==> src/rtl/logic_gate_sweeper.sv <==
// Bitwise gate unit with registered manual results and an automatic
// truth-table sweep that grades the latched op against an expected table.
module logic_gate_sweeper #(
  parameter int WIDTH = 4,
  parameter int CNT_W = 4
) (
  input  logic             clk,
  input  logic             rst,
  input  logic             mode,
  input  logic [2:0]       op,
  input  logic [WIDTH-1:0] a,
  input  logic [WIDTH-1:0] b,
  input  logic             in_valid,
  input  logic             start,
  input  logic [3:0]       exp_tt,
  output logic [WIDTH-1:0] y,
  output logic             out_valid,
  output logic             busy,
  output logic             done,
  output logic [3:0]       tt,
  output logic             pass,
  output logic [CNT_W-1:0] pass_cnt
);

  typedef enum logic [1:0] {
    S_IDLE,
    S_SWEEP,
    S_DONE
  } state_t;

  state_t           state_q, state_d;
  logic [1:0]       idx_q, idx_d;
  logic [2:0]       op_q, op_d;
  logic [3:0]       exp_q, exp_d;
  logic [3:0]       acc_q, acc_d;
  logic [WIDTH-1:0] y_q, y_d;
  logic             vld_q, vld_d;
  logic [3:0]       tt_q, tt_d;
  logic             pass_q, pass_d;
  logic [CNT_W-1:0] cnt_q, cnt_d;

  logic [WIDTH-1:0] sw_a, sw_b;
  logic [WIDTH-1:0] res_man, res_sw;

  function automatic logic [WIDTH-1:0] gate(
    input logic [2:0]       o,
    input logic [WIDTH-1:0] x,
    input logic [WIDTH-1:0] z
  );
    logic [WIDTH-1:0] r;
    r = '0;
    case (o)
      3'd0: r = x & z;
      3'd1: r = x | z;
      3'd2: r = x ^ z;
      3'd3: r = ~(x & z);
      3'd4: r = ~(x | z);
      3'd5: r = ~(x ^ z);
      3'd6: r = ~x;
      3'd7: r = x;
      default: r = '0;
    endcase
    return r;
  endfunction

  assign sw_a    = {WIDTH{idx_q[0]}};
  assign sw_b    = {WIDTH{idx_q[1]}};
  assign res_man = gate(op, a, b);
  assign res_sw  = gate(op_q, sw_a, sw_b);

  always_comb begin
    state_d = state_q;
    idx_d   = idx_q;
    op_d    = op_q;
    exp_d   = exp_q;
    acc_d   = acc_q;
    y_d     = y_q;
    vld_d   = 1'b0;
    tt_d    = tt_q;
    pass_d  = pass_q;
    cnt_d   = cnt_q;
    unique case (state_q)
      S_IDLE: begin
        if (mode) begin
          if (start) begin
            state_d = S_SWEEP;
            op_d    = op;
            exp_d   = exp_tt;
            idx_d   = 2'd0;
            acc_d   = 4'd0;
          end
        end else if (in_valid) begin
          y_d   = res_man;
          vld_d = 1'b1;
        end
      end
      S_SWEEP: begin
        y_d          = res_sw;
        vld_d        = 1'b1;
        idx_d        = idx_q + 2'd1;
        acc_d[idx_q] = res_sw[0];
        // Publish tt/pass only once the table is complete
        if (idx_q == 2'd3) begin
          state_d = S_DONE;
          tt_d    = acc_d;
          pass_d  = (acc_d == exp_q);
          if (pass_d && (cnt_q != {CNT_W{1'b1}}))
            cnt_d = cnt_q + 1'b1;
        end
      end
      S_DONE: begin
        state_d = S_IDLE;
      end
      default: state_d = S_IDLE;
    endcase
  end

  always_ff @(posedge clk) begin
    if (rst) begin
      state_q <= S_IDLE;
      idx_q   <= '0;
      op_q    <= '0;
      exp_q   <= '0;
      acc_q   <= '0;
      y_q     <= '0;
      vld_q   <= 1'b0;
      tt_q    <= '0;
      pass_q  <= 1'b0;
      cnt_q   <= '0;
    end else begin
      state_q <= state_d;
      idx_q   <= idx_d;
      op_q    <= op_d;
      exp_q   <= exp_d;
      acc_q   <= acc_d;
      y_q     <= y_d;
      vld_q   <= vld_d;
      tt_q    <= tt_d;
      pass_q  <= pass_d;
      cnt_q   <= cnt_d;
    end
  end

  assign y         = y_q;
  assign out_valid = vld_q;
  assign busy      = (state_q == S_SWEEP);
  assign done      = (state_q == S_DONE);
  assign tt        = tt_q;
  assign pass      = pass_q;
  assign pass_cnt  = cnt_q;

endmodule

==> config.mk <==
export PLATFORM = sky130hd
export DESIGN_NAME = logic_gate_sweeper
export DESIGN_NICKNAME = d
export VERILOG_FILES = /design/src/rtl/logic_gate_sweeper.sv
export SDC_FILE = /design/constraint.sdc
export NUM_CORES = 1
export LEC_CHECK = 0
export CORE_UTILIZATION = 48
export CTS_BUF_LIST = sky130_fd_sc_hd__clkbuf_4 sky130_fd_sc_hd__clkbuf_8
export CTS_CLUSTER_DIAMETER = 60
export DETAILED_ROUTE_END_ITERATION = 8
export PLACE_DENSITY = 0.79
export SYNTH_ARGS = -nofsm -noshare
export SYNTH_HDL_FRONTEND = slang
export SYNTH_SLANG_ARGS = --single-unit
==> constraint.sdc <==
create_clock -name clk -period 2.3 [get_ports clk]
set_clock_uncertainty 0.1 [all_clocks]
set_input_delay 0.46 -clock clk [delete_from_list [all_inputs] [get_ports clk]]
set_output_delay 0.46 -clock clk [all_outputs]
set_load 0.02 [all_outputs]
* Yosys cells after proc, flatten, opt, wreduce, memory -nomap -nowiden
Index checks and enable logic that the tools add are counted.
Word-level totals: register bits 29, input bits 20, output and inout port bits 16, logic and storage cells 85
Operators by class: add/subtract/negate cells 2, order comparisons 2, equality and inequality tests 24, mux-type cells 21, bitwise logic cells 14, reduce and logical (&&, ||, !) cells 12
Operator list (count):
- $pmux W4 S8 | 2
- $not A4 Y4 | 8
- $eq A3 B3 Y1 const B | 8
- $mux W4 | 4
- $pmux W4 S2 | 2
- $reduce_and A3 Y1 | 5
- $eq A3 B2 Y1 const B | 4
- $mux W2 | 5
- $and A4 B4 Y4 | 2
- $ne A2 B2 Y1 const B | 4
- $or A4 B4 Y4 | 2
- $pmux W2 S2 | 2
- $xor A4 B4 Y4 | 2
- $eq A3 B1 Y1 const B | 2
- $logic_not A3 Y1 | 2
- $add A4 B1 Y4 const B | 1
- $bwmux W4 | 1
- $eq A2 B2 Y1 const B | 2
- $eq A4 B4 Y1 | 1
- $ne A4 B4 Y1 const B | 1
- $lt A2 B3 Y1 const B | 1
- $mux W1 | 3
- $add A2 B1 Y2 const B | 1
- $demux W1 S2 | 1
- 8 further kinds | 9

* Logic depth before layout (Yosys ltp)
Gate-level depths: netlist (run 1).
word-level depth 8, mapped depth 10

* Least setup slack after synthesis (run 1)
OpenSTA, ideal clock, no wires.
kind register to register, start reg idx_q[0], end reg cnt_q[0] (netlist: pass_cnt[0]), arrival 2.381 ns, data required time 2.079 ns, path slack -0.302 ns, cell stages (with the launch flop) 11, buffers on the path 1, period minus slack after synthesis 2.602 ns, path through dfxtp_1 -> inv_1 -> ha_1 -> buf_4 -> mux2i_1 -> o2bb2ai_4 -> o41ai_4 -> xor2_2 -> nor4_4 -> and2_4 -> mux2_4
Between the ends: word-level cells in the longest chain between the ends 8, elaborated cells between the ends (all ways) 18, those cells by class order compare: 2; eq/ne: 2; mux: 4; bitwise: 7; reduce/logical: 3
Ends and longest elaborated chain:
- start, declared | line 32 | logic [1:0] idx_q, idx_d;
- start signal, assigned | line 132 | idx_q <= idx_d;
- $lt A2 B3 Y1 (implied by the code) / $ge A2 B1 Y1 (equally long branches) | line 101 | acc_d[idx_q] = res_sw[0];
- $logic_and A1 B1 Y1 (implied by the code) | line 101
- $mux W1 (implied by the code) | line 101
- $demux W1 S2 | line 101
- $bwmux W4 | line 101
- $eq A4 B4 Y1 | line 106 | pass_d = (acc_d == exp_q);
- $logic_and A1 B1 Y1 | line 107 | if (pass_d && (cnt_q != {CNT_W{1'b1}}))
- $reduce_and A3 Y1 (no source line) *
- end signal, assigned | line 140 | cnt_q <= cnt_d;
- end, declared | line 40 | logic [CNT_W-1:0] cnt_q, cnt_d;
Every way passes the cells marked *; elsewhere a longest branch is shown, timed or not. A chain may end at the register's enable or synchronous reset.

* Final worst setup path (run 1)
Ends and elaborated chain as after synthesis.

==> results.md, run 1 <==
* Register area share after synthesis at 30.6%
* Port bufs at 35
* CP Class: register to register
* Layout cells sized above 1 at 17.7%
* Clk pwr share at 32.5%
* Max Clock Freq at 428 MHz
* Power per cell area at 483 nW/µm²
* Clk root buf: clkbuf_8
* R2R setup slack at -40 ps
* Core Rows at 22
* Post-synth EDFFs at 0
* Pre-CTS WS at -136 ps
* P&R area growth vs syn at 34.9%
* Worst slew pin tran at 408 ps
* Max VDD drop at 416 µV
* Clock sinks at 28
* Largest area contributor in the netlist: dfxtp_1
* Worst hold slack at 367 ps
* First-pass GRT wire length at 6650 µm
* Top cells by area, synth: dfxtp_1 (31%), ha_1 (8.9%), nor2_1 (7.6%), mux2i_1 (6.6%), a21oi_1 (6.3%)
* Fillcell total at 313
* Chip Width at 63.8 µm
* Post-Syn Area at 1830 µm²
* Vias at 1646
* Hold-fix buffers at CTS at 0
* Setup violations, final at 1
* Pleak at 1.01 nW
* Worst setup margin at -38.6 ps
* Starting density of the core at 50.0%
* CP Launch Type: register
* Max_slew headroom at 72.7%
* Outcome: complete, but fails checks
* Clk slew on worst S/H paths at 100 ps
* DRC violations left at 0
* Critical Path RT at 2380 ps
* Mapped Nets at 255
* Routed Antenna Nets at 0
* Hold_sp: tt[3]
* Core Area at 3660 µm²
* Failing checks: negative setup slack
* CTS buffer count at 3
* Clk Latency, worst-skew pair at 280 ps
* Power share of the combinational group at 24.0%
* Fin cells at 319
* Sw Ratio at 26.1%
* I/O pin cnt at 36
* Commonest non-fill, non-tap cell in the layout: nor2_1
* Fin crit share at 102%
* Dpl cell area at 2380 µm²
* Drt wl/cell at 12.1 µm
* Cell internal pwr at 0.882 mW
* Drt first pass iters at 5
* Period minus WS final at 2340 ps
* Crit. End Element: register
* RSZ-0062 raised after global routing: true
* Via density at 5.16
* Fin area at 2470 µm²
* Top_reg_cell synth: dfxtp_1
* GRT Overall Usage at 20.2%
* Fin. max-slew vios at 0
* Worst Path Max Fanout at 4
* Total congestion overflow at 0
* Crit path DAT at 2410 ps
* Clock tree buffer depth at 2
* Number of global-route vias before repair at 1536
* Post-DP HPWL at 2900 µm
* Critical R2R Launch: idx_q[0]
* Hold Violations, Final at 0
* CTS H-tree lvls at 1
* Most frequent cells in the layout: nor2_1 (37), clkdlybuf4s50_1 (34), dfxtp_1 (25), a21oi_1 (23), buf_4 (21)
* Total wire length at 3870 µm
* First DRT Iteration DRCs at 60
* Dpl cells at 314
* Largest net degree at the start of global routing at 20
* Nets at 305
* Asr flop ratio synth at 0%
* Sequential share of power at 43.5%
* Post-synth top area share at 30.6%
* Gpl congestion at 0.785
* CTS tree: done
* Full die area at 4070 µm²
* Syn Inst Count at 222
* Setup crit start: idx_q[0]
* Worst Hold Class: register to register
* ANT cells at 0
* Avg Cell Area, Syn at 8.25 µm²
* #FFs+latches synth at 28
* Die Y-Extent at 63.8 µm
* Yosys warns at 0
* NetSw at 0.311 mW
* Initial antenna violation count at 0
* PnR Total Power at 1.19 mW
* Max-Cap Viols at 0
* Synth unique cells at 42
## kinds of logic (layout without fill, tap and decap cells)
kind of cell	Yosys count	in the layout	synth area share (%)
AND/OR/NAND/NOR	84	84	24.1
AO/OA/AOI/OAI	53	53	20.8
flip-flops	28	28	30.6
buffers and inverters	28	77	6.01
adder cells (fa/ha/maj)	13	13	8.88
multiplexers	13	13	7.38
XOR/XNOR	3	3	2.25
## timing repair
item                       CTS  global route
setup endpoints to repair    4             8
setup buffers                1             0
hold endpoints to repair     0             0
gates resized for setup      2             3
pin swaps                    3             0
## layer usage
metal / up-vias / part of all wire [%] / global-route usage (%)
met3: 2 / 3.0 / 3.75
li1: 866 / - / -
met5: - / 0 / 0
met4: 0 / 0.21 / 1.70
met2: 30 / 48 / 34.3
met1: 748 / 49 / 27.5
## state kept, by name, indices dropped and copies added (netlist names)
| signal | count |
|---|---|
| op_q | 3 |
| pass | 1 |
| tt | 4 |
| idx_q | 2 |
| out_valid | 1 |
| state_q | 2 |
| exp_q | 4 |
| pass_cnt | 4 |
| acc_q | 3 |
| y | 4 |
## final timing paths
| kind | cells after the start | end |
|---|---|---|
| max reg2reg | 9 | pass_cnt[0] |
| max | 9 | pass_cnt[0] |
| min reg2reg | 2 | tt[3] |
| min | 2 | tt[3] |
## synthesized netlist by cell type (2+ instances only)
master and count:
mux2i_1 12, nor2_1 37, a22oi_1 4, inv_1 17
o21ai_0 5, nand3_1 2, nand2_1 11, o221ai_1 4
o22ai_1 2, a211oi_1 6, clkbuf_1 9, nor3_1 4
a21oi_1 23, and3_1 3, dfxtp_1 28, ha_1 13
nand2b_1 13, nor2b_1 5
## critical path, stage by stage, from the launching register on
cell and delay [ps]:
dfxtp_2 370, inv_2 60, ha_4 240, nand2b_1 80
a21oi_2 80, o41ai_4 400, xor2_2 140, nor4_4 300
and2_4 190, mux2_4 280
## layout make-up
| class | instances | area (µm²) | share of cell area (%) |
|---|---|---|---|
| tap | 48 | 60.1 | 2.43 |
| sequential | 28 | 564 | 22.8 |
| inverter | 17 | 63.8 | 2.58 |
| clock inverter | 1 | 30.0 | 1.22 |
| timing repair buffer | 56 | 510 | 20.7 |
| multi-input combinational | 166 | 1200 | 48.6 |
| clock buffer | 3 | 41.3 | 1.67 |
## power by group through the flow
stage	clock, mW	sequential, mW	combinational, mW
2_1_floorplan	0	0.540	0.168
3_3_place_gp	0	0.530	0.278
3_5_place_dp	0	0.531	0.281
4_1_cts	0.390	0.520	0.284
5_1_grt	0.415	0.524	0.315
6_report	0.387	0.520	0.286
## per-stage QoR
stage / util [%] / TNS (ps)
floorplan: - / -244
global placement: 65.0 / -113
detailed placement: 65.0 / -325
CTS: 67.2 / -73.1
global route: 67.5 / -577
finish: 67.5 / -38.6
(Power assumes the default switching activity.)
==> run 2: changes to the inputs <==
- CTS_CLUSTER_SIZE: not set -> 40
==> results of run 2 <==
The final DEF is identical to that of run 1; final timing and power are the same.
